--- src/rtl/pc_fetch_unit.sv ---
// rtl/pc_fetch_unit.sv - program counter, next-PC select, syscall halt FSM and run statistics
//
// Purpose:
//   Fetch-control stage of the single-cycle MIPS core. Holds the PC, selects the
//   next PC (jr > jump > taken branch > sequential), halts on a syscall whose
//   $v0 is not the continue code until a go pulse, and counts advancing cycles,
//   jumps and taken branches with saturating counters.
//
// Configuration:
//   PC_ALIGN_TRAP_EN - when defined, a jr to a non word-aligned target traps:
//                      the PC holds, align_fault latches and the unit halts
//                      until reset. When undefined, jr_target[1:0] is dropped.
//
// Ports:
//   clk          in   system clock, rising edge
//   rst_n        in   synchronous active-low reset
//   instr        in   current instruction word from ROM
//   v0_val       in   $v0 read data, meaningful when syscall=1
//   syscall      in   decoded syscall
//   go           in   one-cycle resume pulse
//   branch_taken in   conditional branch taken this cycle
//   jump         in   j or jal
//   jr           in   jr
//   jr_target    in   rs read data for jr
//   pc_out       out  current PC
//   pc_plus4     out  PC+4, combinational (jal link value)
//   imem_addr    out  instruction ROM word address
//   halted       out  1 while in HALT
//   cycle_cnt    out  count of PC-advancing cycles
//   jmp_cnt      out  count of advancing cycles with jump or jr
//   br_cnt       out  count of advancing cycles with a taken branch (no jump/jr)
//   align_fault  out  sticky misaligned-jr flag

module pc_fetch_unit #(
  parameter logic [31:0] RESET_PC  = 32'h0000_0000,
  parameter logic [31:0] CONT_CODE = 32'h0000_0022,
  parameter int          IMEM_AW   = 10,
  parameter int          CNT_W     = 32
) (
  input  logic               clk,
  input  logic               rst_n,
  input  logic [31:0]        instr,
  input  logic [31:0]        v0_val,
  input  logic               syscall,
  input  logic               go,
  input  logic               branch_taken,
  input  logic               jump,
  input  logic               jr,
  input  logic [31:0]        jr_target,
  output logic [31:0]        pc_out,
  output logic [31:0]        pc_plus4,
  output logic [IMEM_AW-1:0] imem_addr,
  output logic               halted,
  output logic [CNT_W-1:0]   cycle_cnt,
  output logic [CNT_W-1:0]   jmp_cnt,
  output logic [CNT_W-1:0]   br_cnt,
  output logic               align_fault
);

  localparam logic [0:0] ST_RUN  = 1'b0;
  localparam logic [0:0] ST_HALT = 1'b1;

  localparam logic [CNT_W-1:0] CNT_MAX = {CNT_W{1'b1}};
  localparam logic [CNT_W-1:0] CNT_ONE = {{(CNT_W-1){1'b0}}, 1'b1};

  logic [31:0] pc_q;
  logic [0:0]  state_q;
  logic [CNT_W-1:0] cycle_q;
  logic [CNT_W-1:0] jmp_q;
  logic [CNT_W-1:0] br_q;
  logic        fault_q;

  logic [31:0] br_offset;
  logic [31:0] jr_eff;
  logic [31:0] next_pc;
  logic        halt_req;
  logic        would_advance;
  logic        align_bad;
  logic        advance;
  logic        is_jmp;

  // ---------------------------------------------------------------------------
  // Next-PC datapath
  // ---------------------------------------------------------------------------
  assign pc_plus4  = pc_q + 32'd4;
  assign br_offset = {{14{instr[15]}}, instr[15:0], 2'b00};

`ifdef PC_ALIGN_TRAP_EN
  assign jr_eff    = jr_target;
  assign align_bad = jr && (jr_target[1:0] != 2'b00);
`else
  // Low bits dropped so the PC can never become misaligned.
  assign jr_eff    = {jr_target[31:2], 2'b00};
  assign align_bad = 1'b0;
  logic unused_jr_low;
  assign unused_jr_low = &{1'b0, jr_target[1:0]};
`endif

  always_comb begin
    next_pc = pc_plus4;
    if (jr) begin
      next_pc = jr_eff;
    end else if (jump) begin
      next_pc = {pc_plus4[31:28], instr[25:0], 2'b00};
    end else if (branch_taken) begin
      next_pc = pc_plus4 + br_offset;
    end
  end

  logic unused_instr_hi;
  assign unused_instr_hi = &{1'b0, instr[31:26]};

  // ---------------------------------------------------------------------------
  // Halt / resume control
  // ---------------------------------------------------------------------------
  // A go coincident with a halting syscall lets the syscall pass straight through.
  assign halt_req = syscall && (v0_val != CONT_CODE) && !go;

  always_comb begin
    would_advance = 1'b0;
    if (state_q == ST_RUN) begin
      would_advance = !halt_req;
    end else begin
      // Once an alignment trap has fired, only reset gets the core going again.
      would_advance = go && !fault_q;
    end
  end

  // A misaligned jr vetoes the advance and diverts into HALT instead.
  assign advance = would_advance && !align_bad;
  assign is_jmp  = jump || jr;

  always_ff @(posedge clk) begin
    if (!rst_n) begin
      state_q <= ST_RUN;
      fault_q <= 1'b0;
    end else begin
      case (state_q)
        ST_RUN: begin
          if (halt_req) begin
            state_q <= ST_HALT;
          end else if (align_bad) begin
            state_q <= ST_HALT;
            fault_q <= 1'b1;
          end
        end
        ST_HALT: begin
          if (would_advance) begin
            if (align_bad) begin
              fault_q <= 1'b1;
            end else begin
              state_q <= ST_RUN;
            end
          end
        end
        default: state_q <= ST_RUN;
      endcase
    end
  end

  // ---------------------------------------------------------------------------
  // PC register
  // ---------------------------------------------------------------------------
  always_ff @(posedge clk) begin
    if (!rst_n) begin
      pc_q <= RESET_PC;
    end else if (advance) begin
      pc_q <= next_pc;
    end
  end

  // ---------------------------------------------------------------------------
  // Saturating run statistics
  // ---------------------------------------------------------------------------
  always_ff @(posedge clk) begin
    if (!rst_n) begin
      cycle_q <= '0;
      jmp_q   <= '0;
      br_q    <= '0;
    end else if (advance) begin
      if (cycle_q != CNT_MAX) begin
        cycle_q <= cycle_q + CNT_ONE;
      end
      if (is_jmp && (jmp_q != CNT_MAX)) begin
        jmp_q <= jmp_q + CNT_ONE;
      end
      // jump/jr overrides the branch, so it is not counted as a taken branch.
      if (branch_taken && !is_jmp && (br_q != CNT_MAX)) begin
        br_q <= br_q + CNT_ONE;
      end
    end
  end

  // ---------------------------------------------------------------------------
  // Outputs
  // ---------------------------------------------------------------------------
  assign pc_out    = pc_q;
  assign imem_addr = pc_q[IMEM_AW+1:2];
  assign halted    = (state_q == ST_HALT);
  assign cycle_cnt = cycle_q;
  assign jmp_cnt   = jmp_q;
  assign br_cnt    = br_q;

`ifdef PC_ALIGN_TRAP_EN
  assign align_fault = fault_q;
`else
  assign align_fault = 1'b0;
  logic unused_fault;
  assign unused_fault = fault_q;
`endif

endmodule

--- config.mk ---
export PLATFORM = sky130hd
export DESIGN_NAME = pc_fetch_unit
export DESIGN_NICKNAME = d
export VERILOG_FILES = /design/src/rtl/pc_fetch_unit.sv
export SDC_FILE = /design/constraint.sdc
export NUM_CORES = 1
export LEC_CHECK = 0
export ABC_AREA = 1
export CELL_PAD_IN_SITES_DETAIL_PLACEMENT = 0
export CELL_PAD_IN_SITES_GLOBAL_PLACEMENT = 2
export CORE_AREA = 3 3 202 204
export DETAILED_ROUTE_END_ITERATION = 10
export DIE_AREA = 0 0 205 207
export GPL_TIMING_DRIVEN = 0
export PLACE_DENSITY = 0.86
export SLEW_MARGIN = 20
export SYNTH_ARGS = -nofsm -noshare
export SYNTH_HDL_FRONTEND = slang
export SYNTH_SLANG_ARGS = --single-unit
--- constraint.sdc ---
create_clock -name clk -period 4.2 [get_ports clk]
set_input_delay 0.84 -clock clk [delete_from_list [all_inputs] [get_ports clk]]
set_output_delay 0.84 -clock clk [all_outputs]
set_load 0.01 [all_outputs]
==> run metrics <==
run status completed; Worst Hold Endpoint jmp_cnt[8]; sum of negative setup slack 0 ns; minimum period implied by the final worst setup slack roughly 3.8 ns; transition time of the tightest slew-check pin just over 1 ns; mean area per synthesized cell approximately 6 sq um; launch instance of the worst register-to-register path pc_out[2]; area of the mapped netlist about 0.011 sq mm; number of antenna violations at the first check in global routing 2; number of global-route vias before repair 12100; signed area change from the synthesized netlist to the final layout 36.2%; Cells after DPL ~2600; complex-gate fraction of the synthesized area ~11%; CP startpoint kind flop; number of synthesized flops with an enable pin 0; R2R Setup Slk 0.37 ns; starting utilization of the core area ~28%; Top-Level Pins roughly 280; CP Data Arrival Time 4.16 ns; setup skew after layout ~0.0080 ns; xor/xnor share of the synthesized area 9.06%; RR Endpoint pc_out[29]; relative slew slack just over 30%; area of the die 0.0424 sq mm; max-slew violation total from the final report 0; met3 usage roughly 4.1%; critical path type reg -> reg; power density normalized to cell area about 270 mW/mm^2; path category of the worst min-delay check reg -> reg; detail-routed net length per standard cell 17.7 um; layer with the highest usage met2; Filler cells approximately 4400; Inserted Diodes 0; total setup buffers inserted after CTS 0; root cell of the clock tree sky130_fd_sc_hd__clkbuf_16; startpoint of the most critical hold path jmp_cnt[8]; most frequent standard cell in the layout excluding fill and tap cells sky130_fd_sc_hd__nand2_1; Detailed Route Iter0 Violations 1052; number of antenna-violating nets in the routed design 0; leftover overflow at the end of global routing 0; Register-to-Register Path Depth 21; count of cells along the worst hold path 2; Final nets between 2000 and 2500; met1 track utilization from global routing 29.7%; Worst VDD drop 0.000291 V; routed vias/inst ~4.8; vias approximately 13000; # Max-Cap Violations 0; data required time of the critical path roughly 4.5 ns; Core ar. between 0.03 and 0.04 sq mm; crit share post-route between 90% and 100%; wire length of the first global-routing pass 71100 um; crit path capture type flop; RSZ-0062 raised after global routing false; Tot GR Track Use a little over a fifth; global routing met2 resource utilization between 30% and 40%; instance count of the mapped netlist around 1900; endpoints failing setup 0; total number of H-tree levels 4; Worst Slack Setup Final approximately 0.37 ns; clock edge transition at the registers on the reported setup and hold paths 0.07 ns; sinks on the clock net 127; commonest non-fill, non-tap cells in the layout 643 x sky130_fd_sc_hd__nand2_1, 260 x sky130_fd_sc_hd__clkdlybuf4s50_1, 200 x sky130_fd_sc_hd__nor2_1; number of remaining DRC errors 0; die boundary height around 210 um; DRT Wirelength roughly 47000 um; Post-Synth Simple-Gate Area 41.2%; number of distinct standard cells referenced by the synthesized netlist 44; highest fanout seen on the critical path 8; Die X ~210 um; layout cells sized above 1 under 10%; proportion of register bits with asynchronous set or reset after synthesis 0%; RD Place Congestion between 0.9 and 1; Post-DP HPWL 38700 um; CTS tree done; leakage component of the power 6.14 nW; Seq/Total Area, Yosys between 20% and 30%; largest family of logic cells by synthesized area simple AND/OR/NAND/NOR gates; main flop type after synthesis sky130_fd_sc_hd__dfxtp_1; Yosys Warn Count 0; CTS Hold Buffers Added 0; Core Util, Final around 38%; dpl ws 0.239 ns; adder and majority cell fraction of the synthesized area under 10%; Placement Rows 73; maximum number of buffers from clock root to sink 2; mux share of post-synthesis cell area 0%; clock network latency to the later pin of the worst-skew pair between 0.4 and 0.5 ns; Cell Count, Final, Fillers Out around 2700; maximum number of pins on one net before global-route repair 23; total CTS buffers 17; detailed-routing iteration count for the pre-antenna-repair pass 5; number of buffer cells added on primary ports 260; fmax approximately 0.26 GHz; synthesis-stage register bit count around 130; endpoints failing hold 0
==> sequential cells by signal, indices dropped and copies added, names as in the netlist <==
register	count
br_cnt	32
jmp_cnt	32
cycle_cnt	32
pc_out	30
halted	1
==> area by class of cell <==
| class | instances | area (sq um) | area share (%) |
|---|---|---|---|
| Clock buffer | 21 | 470 | 3.16 |
| Buffer | 66 | 374 | 2.51 |
| Timing Repair Buffer | 260 | 2600 | 17.5 |
| Inverter | 200 | 751 | 5.05 |
| Multi-Input combinational cell | 1463 | 7280 | 48.9 |
| Tap cell | 525 | 657 | 4.41 |
| Clock inverter | 11 | 200 | 1.35 |
| Sequential cell | 127 | 2540 | 17.1 |
==> critical path, stage by stage, from the launching register on <==
cell	delay [ns]
sky130_fd_sc_hd__dfxtp_2	0.45
sky130_fd_sc_hd__ha_1	0.22
sky130_fd_sc_hd__inv_1	0.06
sky130_fd_sc_hd__nor2_2	0.35
sky130_fd_sc_hd__nand2_1	0.19
sky130_fd_sc_hd__nor2_1	0.21
sky130_fd_sc_hd__nand2_1	0.12
sky130_fd_sc_hd__xor2_2	0.26
sky130_fd_sc_hd__inv_1	0.09
sky130_fd_sc_hd__ha_1	0.39
sky130_fd_sc_hd__nand2_1	0.11
sky130_fd_sc_hd__nand2_1	0.07
sky130_fd_sc_hd__nand2_1	0.06
sky130_fd_sc_hd__nand3_1	0.15
sky130_fd_sc_hd__a21oi_1	0.30
sky130_fd_sc_hd__nor2_1	0.14
sky130_fd_sc_hd__nor2_1	0.15
sky130_fd_sc_hd__nand3_1	0.10
sky130_fd_sc_hd__nand3_1	0.10
sky130_fd_sc_hd__nand2_1	0.09
sky130_fd_sc_hd__nand2_1	0.07
sky130_fd_sc_hd__nand2_1	0.04
==> worst max-delay path by stage <==
stage | from | end | slack, ns | cells past startpoint
2_1_floorplan | pc_out[2] | pc_out[27] | 1.35 | 20
3_3_place_gp | pc_out[2] | pc_out[29] | 0.21 | 21
3_5_place_dp | pc_out[2] | pc_out[29] | 0.24 | 21
4_1_cts | pc_out[2] | pc_out[29] | 0.21 | 21
5_1_grt | pc_out[2] | pc_out[29] | 0.13 | 21
6_report | pc_out[2] | pc_out[29] | 0.37 | 21
==> synthesized netlist by cell type, types with 3 or more instances <==
cell type | number | area (sq um)
sky130_fd_sc_hd__a21o_1 | 3 | 22.5
sky130_fd_sc_hd__a21oi_1 | 153 | 766
sky130_fd_sc_hd__a22o_1 | 13 | 114
sky130_fd_sc_hd__and2_1 | 4 | 25.0
sky130_fd_sc_hd__buf_2 | 11 | 55.1
sky130_fd_sc_hd__buf_4 | 20 | 150
sky130_fd_sc_hd__buf_6 | 5 | 56.3
sky130_fd_sc_hd__clkbuf_1 | 29 | 109
sky130_fd_sc_hd__dfxtp_1 | 127 | 2540
sky130_fd_sc_hd__ha_1 | 40 | 500
sky130_fd_sc_hd__inv_1 | 196 | 736
sky130_fd_sc_hd__inv_2 | 3 | 11.3
sky130_fd_sc_hd__nand2_1 | 643 | 2410
sky130_fd_sc_hd__nand2_4 | 3 | 33.8
sky130_fd_sc_hd__nand3_1 | 105 | 526
sky130_fd_sc_hd__nand3b_1 | 6 | 45.0
sky130_fd_sc_hd__nand4_1 | 29 | 181
sky130_fd_sc_hd__nor2_1 | 200 | 751
sky130_fd_sc_hd__nor2_2 | 5 | 31.3
sky130_fd_sc_hd__nor2_4 | 3 | 33.8
sky130_fd_sc_hd__nor3_1 | 57 | 285
sky130_fd_sc_hd__nor3_2 | 3 | 30.0
sky130_fd_sc_hd__nor4_1 | 6 | 37.5
sky130_fd_sc_hd__o211ai_1 | 5 | 37.5
sky130_fd_sc_hd__o21ai_0 | 42 | 210
sky130_fd_sc_hd__o21bai_1 | 4 | 30.0
sky130_fd_sc_hd__or2_2 | 4 | 25.0
sky130_fd_sc_hd__xnor2_1 | 40 | 350
sky130_fd_sc_hd__xor2_1 | 73 | 639
==> power breakdown <==
group          internal (mW)  switching [mW]
registers               1.24          0.0749
logic                  0.425           0.609
clock network           1.11           0.627
total                   2.77            1.31
==> what timing repair did <==
action | CTS | global route
gates resized for setup | 0 | 3
endpoints found under the setup margin | 0 | 3
hold endpoints to repair | 0 | 0
==> layer usage <==
metal,vias up,routed length (um)
met4,4,802
met1,5792,21300
met3,42,3680
li1,6463,-
met2,446,21600
met5,-,31
==> metrics by stage <==
stage / instance area (sq um) / total power, mW / hold WS, ns
after global placement: 14200 / 2.37 / 0.498
after global routing: 14900 / 4.28 / 0.537
after CTS: 14900 / 4.11 / 0.512
after floorplan: 10900 / 1.87 / 0.500
after detailed placement: 14200 / 2.37 / 0.501
final: 14900 / 4.08 / 0.503
==> kinds of logic after synthesis <==
group,count (synthesis)
compound gates,229
xor+xnor,113
fa+ha+maj,41
buf+inv,266
flops,127
other cells,1
simple gates,1075
No activity file was read; power rests on OpenSTA's default activity.
==> RTL edit 1, RTL diff (config.mk and constraints unchanged) <==
The option `PC_ALIGN_TRAP_EN` is turned on by a define.
--- a/src/rtl/pc_fetch_unit.sv
+++ b/src/rtl/pc_fetch_unit.sv
@@ -31,6 +31,8 @@
 //   br_cnt       out  count of advancing cycles with a taken branch (no jump/jr)
 //   align_fault  out  sticky misaligned-jr flag
 
+`define PC_ALIGN_TRAP_EN
+
 module pc_fetch_unit #(
   parameter logic [31:0] RESET_PC  = 32'h0000_0000,
   parameter logic [31:0] CONT_CODE = 32'h0000_0022,
Behaviour: not the same (a bounded check fails within 4 cycles, from zero or initial values and one cycle with rst_n low).
==> RTL edit 1 against the original RTL <==
Routed wire length rose by 14%; highest routed layer unchanged; power fell by 0.57%; sequential cell count rose by 3; critical path depth did not move; fmax fell by 1.3%; worst setup slack got worse by 0.050 ns; cell count rose by 6.3%; cell area rose by 5.4%; non-clock buffer count rose by 23; area after synthesis rose by 7.5%.
==> RTL edit 1: results (changes against the original RTL) <==
Post-Route WL: 53,900 um (was 47,400 um)
Lkg Pwr: 6.54 nW (was 6.14 nW)
Inserted Clock Buffers: 17 (unchanged)
FF-to-FF End: pc_out[21]$_SDFFE_PN0P_ (was pc_out[29]$_SDFFE_PN0P_)
Critical hold path startpoint: align_fault$_SDFFE_PN0P_ (was jmp_cnt[8]$_SDFFE_PN0P_)
Vias in the first global route: 13,451 (was 12,061)
Hold Path Stages: 2 (unchanged)
Total GRT Usage: 24.6% (was 21.6%)
Final Max Slew Viols: 0 (unchanged)
Placer Congestion: 0.923 (was 0.930)
Clk root buf: clkbuf_16 (unchanged)
Max clock buf depth: 2 (unchanged)
Drt initial violations: 1,107 (was 1,052)
Worst min path class: flop to flop (unchanged)
Max Clock Skew: 0.0119 ns (was 0.00796 ns)
Maxcap violations: 0 (unchanged)
Worst Setup EP: pc_out[21]$_SDFFE_PN0P_ (was pc_out[29]$_SDFFE_PN0P_)
Status: complete, no violations (unchanged)
Pre-antenna DRT Iters: 5 (unchanged)
Largest net degree at the start of global routing: 24 (was 23)
First-pass GRT wire length: 80,500 um (was 71,100 um)
Number of synthesized flops with an enable pin: 0 (unchanged)
VDD IR max: 309 uV (was 291 uV)
Flop-to-flop setup slack: 0.32 ns (was 0.37 ns)
Antenna violations before repair: 4 (was 2)
Via density: 4.97 (was 4.77)
Synth cell types: 42 (was 44)
Setup WS pre-CTS: 0.00263 ns (was 0.239 ns)
Synth warn: 0 (unchanged)
Ys flop type: dfxtp_1 (unchanged)
Synth cell count leaders: 691 x nand2_1, 223 x nor2_1, 220 x inv_1 (was 643 x nand2_1, 200 x nor2_1, 196 x inv_1)
Synth Net Count: 2,159
H-tree depth: 4 (unchanged)
Hold Crit Endpoint: align_fault$_SDFFE_PN0P_ (was jmp_cnt[8]$_SDFFE_PN0P_)
Clock-pin transition on the worst setup and hold timing paths: 0.06 ns
Arr. time, crit path: 4.20 ns (was 4.16 ns)
CP startpoint: pc_out[3]$_SDFFE_PN0P_ (was pc_out[2]$_SDFFE_PN0P_)
Measured slew at the worst slew-check pin: 1.04 ns (was 1.03 ns)
Nets: 2,445 (was 2,279)
Clk_lat worst skew: 0.43 ns (about the same)
Max Fclk: 258 MHz (was 261 MHz)
Top cells by area, synth: dfxtp_1 22%, nand2_1 22%, nor2_1 7.1% (was dfxtp_1 23%, nand2_1 22%, a21oi_1 7.0%)
HPWL after DPL: 44,100 um (was 38,700 um)
Filler cell count: 4,434 (was 4,359)
Async SR Flop Fraction: 0% (unchanged)
Worst-path fanout max: 7 (was 8)
Port Buffer Count: 267 (was 260)
Reg2reg path depth: 21 (unchanged)
Layout cells sized above 1: 5.66% (was 4.56%)
Sequential area share after synthesis: 22.2% (was 23.3%)
[RTL edit 1: changes by cell type in the layout (fill, tap and decap cells not counted), sizes merged, moves of 7 or more]
cell,delta
a22o,-13
buf,+16
clkdlybuf4s50,+7
inv,+24
nand2,+49
nand3,+24
nand4,+68
nor2,+27
nor3,-9
o21ai,-12
xnor2,-9
[RTL edit 1: final cells by class]
| class | instances | area share (%) |
|---|---|---|
| timing repair buffer | 267 | 17.0 |
| inverter | 227 | 5.43 |
| tap | 525 | 4.19 |
| sequential | 130 | 16.6 |
| clock buffer | 22 | 2.96 |
| antenna | 2 | 0.0319 |
| multi-input combinational | 1576 | 49.9 |
| buffer | 82 | 2.98 |
| clock inverter | 10 | 0.846 |
[RTL edit 1: where the power goes]
part | internal, W | switching (W) | leakage (nW)
registers | 0.00127 | 0.0000746 | 1.05
clock network | 0.000962 | 0.000604 | 0.298
logic | 0.000454 | 0.000697 | 5.19
[RTL edit 1: cells by family (layout without fill, tap and decap cells)]
logic type / count (synthesis) / after routing / synth area share, %
AO/OA/AOI/OAI: 198 / 198 / 8.88
flip-flops: 130 / 130 / 22.2
buffers and inverters: 309 / 608 / 11.2
other: 0 / 2 / 0
adder cells (fa/ha/maj): 41 / 41 / 4.43
AND/OR/NAND/NOR: 1239 / 1239 / 46.0
XOR/XNOR: 98 / 98 / 7.31
[RTL edit 1: per-layer routing]
layer / up-vias / global-route usage, % / part of all wire [%]
li1: 7032 / - / -
met2: 483 / 39.7 / 46
met1: 6522 / 33.7 / 45
met4: 4 / 7.47 / 2.9
met3: 77 / 4.12 / 6.0
met5: - / 0 / 0.050
[RTL edit 1: repair_timing]
| action | 4_1_cts | 5_1_grt |
|---|---|---|
| gates resized for setup | 1 | 2 |
| buffers inserted | 0 | 0 |
| endpoints found under the setup margin | 4 | 5 |
| pin swaps | 0 | 0 |
[RTL edit 1: critical path, cell delays in order (launching register included)]
cell	delay [ns]
dfxtp_1	0.53
ha_1	0.26
inv_1	0.06
nor2_2	0.31
nand2_1	0.16
inv_1	0.16
nand3_1	0.16
xor2_2	0.30
inv_1	0.10
ha_1	0.37
nand2_1	0.11
nand2_1	0.09
nand2_1	0.07
nand3_1	0.13
a21oi_1	0.31
nand3_1	0.13
nand2_1	0.07
nand3_1	0.07
nand2_1	0.16
nand2_1	0.08
nand2_1	0.10
nand2_1	0.06
[RTL edit 1: through the flow]
stage / hold slack, ns / area, um^2 / util (%) / instances
after global routing: 0.514 / 15700 / 39.7 / 2841
after detailed placement: 0.469 / 15100 / 38.2 / 2807
after global placement: 0.471 / 15100 / 38.2 / 2807
after floorplan: 0.491 / 11700 / - / 2015
final: 0.473 / 15700 / 39.7 / 2841
after CTS: 0.478 / 15700 / 39.7 / 2839
==> RTL edit 2, RTL diff (config.mk and constraints unchanged) <==
Made on the original files. Add an input register stage for `instr`, `v0_val`, `syscall`, `go`, `branch_taken` and `jump`, without a reset; this delays them by one clock. The other inputs are not delayed to match. Comments in the files are not updated.
--- a/src/rtl/pc_fetch_unit.sv
+++ b/src/rtl/pc_fetch_unit.sv
@@ -63,6 +63,22 @@
   localparam logic [CNT_W-1:0] CNT_MAX = {CNT_W{1'b1}};
   localparam logic [CNT_W-1:0] CNT_ONE = {{(CNT_W-1){1'b0}}, 1'b1};
 
+  logic [31:0] instr_q;
+  logic [31:0] v0_val_q;
+  logic syscall_q;
+  logic go_q;
+  logic branch_taken_q;
+  logic jump_q;
+
+  always_ff @(posedge clk) begin
+    instr_q        <= instr;
+    v0_val_q       <= v0_val;
+    syscall_q      <= syscall;
+    go_q           <= go;
+    branch_taken_q <= branch_taken;
+    jump_q         <= jump;
+  end
+
   logic [31:0] pc_q;
   logic [0:0]  state_q;
   logic [CNT_W-1:0] cycle_q;
@@ -83,7 +99,7 @@
   // Next-PC datapath
   // ---------------------------------------------------------------------------
   assign pc_plus4  = pc_q + 32'd4;
-  assign br_offset = {{14{instr[15]}}, instr[15:0], 2'b00};
+  assign br_offset = {{14{instr_q[15]}}, instr_q[15:0], 2'b00};
 
 `ifdef PC_ALIGN_TRAP_EN
   assign jr_eff    = jr_target;
@@ -100,21 +116,21 @@
     next_pc = pc_plus4;
     if (jr) begin
       next_pc = jr_eff;
-    end else if (jump) begin
-      next_pc = {pc_plus4[31:28], instr[25:0], 2'b00};
-    end else if (branch_taken) begin
+    end else if (jump_q) begin
+      next_pc = {pc_plus4[31:28], instr_q[25:0], 2'b00};
+    end else if (branch_taken_q) begin
       next_pc = pc_plus4 + br_offset;
     end
   end
 
   logic unused_instr_hi;
-  assign unused_instr_hi = &{1'b0, instr[31:26]};
+  assign unused_instr_hi = &{1'b0, instr_q[31:26]};
 
   // ---------------------------------------------------------------------------
   // Halt / resume control
   // ---------------------------------------------------------------------------
   // A go coincident with a halting syscall lets the syscall pass straight through.
-  assign halt_req = syscall && (v0_val != CONT_CODE) && !go;
+  assign halt_req = syscall_q && (v0_val_q != CONT_CODE) && !go_q;
 
   always_comb begin
     would_advance = 1'b0;
@@ -122,13 +138,13 @@
       would_advance = !halt_req;
     end else begin
       // Once an alignment trap has fired, only reset gets the core going again.
-      would_advance = go && !fault_q;
+      would_advance = go_q && !fault_q;
     end
   end
 
   // A misaligned jr vetoes the advance and diverts into HALT instead.
   assign advance = would_advance && !align_bad;
-  assign is_jmp  = jump || jr;
+  assign is_jmp  = jump_q || jr;
 
   always_ff @(posedge clk) begin
     if (!rst_n) begin
@@ -185,7 +201,7 @@
         jmp_q <= jmp_q + CNT_ONE;
       end
       // jump/jr overrides the branch, so it is not counted as a taken branch.
-      if (branch_taken && !is_jmp && (br_q != CNT_MAX)) begin
+      if (branch_taken_q && !is_jmp && (br_q != CNT_MAX)) begin
         br_q <= br_q + CNT_ONE;
       end
     end
Check against the original RTL: not equivalent (a bounded check fails within 4 cycles, from zero or initial values and one cycle with rst_n low).
==> RTL edit 2 against the original RTL <==
Synthesized cell count rose by 1.2%; sequential cell count up 62; area after synthesis rose by 10%; utilization is 2.6 points higher; clock skew up 0.0051 ns; worst setup slack worse by 0.17 ns; worst hold slack lost 0.014 ns; die area unchanged; first-iteration DRC count fell by 8.4%; power increased by 14%; critical endpoint is now pc_plus4[18]; cell count rose by 0.94%; routed wire length rose by 4.3%; cell area rose by 6.9%.
==> RTL edit 2: results (changes against the original RTL) <==
Status: complete, no violations (unchanged)
Pint: 0.00309 W (was 0.00277 W)
Metal-1 WL: 22,600 um (was 21,300 um)
Clock-pin transition on the worst setup and hold timing paths: 0.09 ns (was 0.07 ns)
Critical hold path startpoint: cycle_cnt[9]$_SDFFE_PN0P_ (was jmp_cnt[8]$_SDFFE_PN0P_)
Comb pwr share: 21.3% (was 25.3%)
Arr. time, crit path: 3.16 ns (was 4.16 ns)
Setup WS pre-CTS: 0.392 ns (was 0.239 ns)
Synth cell types: 47 (was 44)
Reg-to-Reg Start: pc_out[3]$_SDFFE_PN0P_ (was pc_out[2]$_SDFFE_PN0P_)
Cell count after synthesis: 1,874 (was 1,852)
Max Clock Skew: 0.0130 ns (was 0.00796 ns)
Met2 Wirelength: 22,200 um (was 21,600 um)
Drt initial violations: 964 (was 1,052)
Largest net degree at the start of global routing: 24 (was 23)
VDD IR max: 244 uV (was 291 uV)
Lkg Pwr: 6.45 nW (was 6.14 nW)
Hold Crit Endpoint: cycle_cnt[9]$_SDFFE_PN0P_ (was jmp_cnt[8]$_SDFFE_PN0P_)
First-pass GRT wire length: 73,300 um (was 71,100 um)
Worst Setup EP: pc_plus4[18] (was pc_out[29]$_SDFFE_PN0P_)
GRT met1 Usage: 31.3% (was 29.7%)
Synth Area in Compound Gates: 11.3% (was 11.4%)
Metal3 WL: 3190 um (was 3680 um)
Flop-to-flop setup slack: 0.40 ns (was 0.37 ns)
Nets: 2,301 (was 2,279)
Layout cells sized above 1: 6.04% (was 4.56%)
HPWL after DPL: 39,900 um (was 38,700 um)
GRT met2 Usage: 35.6% (was 34.9%)
Clk_lat worst skew: 0.46 ns (was 0.43 ns)
Total GRT Usage: 22.6% (was 21.6%)
## RTL edit 2: changes by cell type in the layout (fill, tap and decap cells not counted), moves of 7 or more
cell | before | now
xnor2_1 | 40 | 20
inv_1 | 196 | 176
clkbuf_1 | 30 | 23
nor4_1 | 6 | 23
inv_2 | 3 | 10
nand3_1 | 105 | 83
dfxtp_1 | 125 | 188
nor2_1 | 200 | 185
a22o_1 | 13 | 0
o21ai_0 | 42 | 63
nand2_2 | 1 | 14
a21oi_2 | 2 | 10
nand2_1 | 643 | 617
## RTL edit 2: worst max-delay path, cell delays in order, from the launching register on
cell	delay [ns]
dfxtp_1	0.53
ha_1	0.26
inv_1	0.07
nor2_2	0.23
nand2_1	0.14
nor2_2	0.14
nand2_1	0.13
xor2_1	0.53
clkdlybuf4s50_1	0.65
## RTL edit 2: cell families (layout without fill, tap and decap cells)
kind of cell / Yosys count / in the layout
AO/OA/AOI/OAI: 249 / 249
XOR/XNOR: 97 / 97
adder cells (fa/ha/maj): 41 / 41
buffers and inverters: 249 / 541
flip-flops: 189 / 189
other: 1 / 8
AND/OR/NAND/NOR: 1048 / 1048
## RTL edit 2: metrics by stage
stage	cell area [um^2]	power, W
finish	15900	0.00466
global placement	15300	0.00298
floorplan	12000	0.00250
CTS	15900	0.00470
global route	15900	0.00487
detailed placement	15300	0.00298
## RTL edit 2: cell type report
type | instances | area share [%]
repair buffers | 260 | 16.4
plain buffers | 62 | 2.36
diodes | 3 | 0.0472
flip-flops and latches | 189 | 23.8
inverters | 187 | 4.41
clock inverters | 15 | 1.16
clock buffers | 17 | 2.67
well taps | 525 | 4.13
multi-input cells | 1440 | 45.1
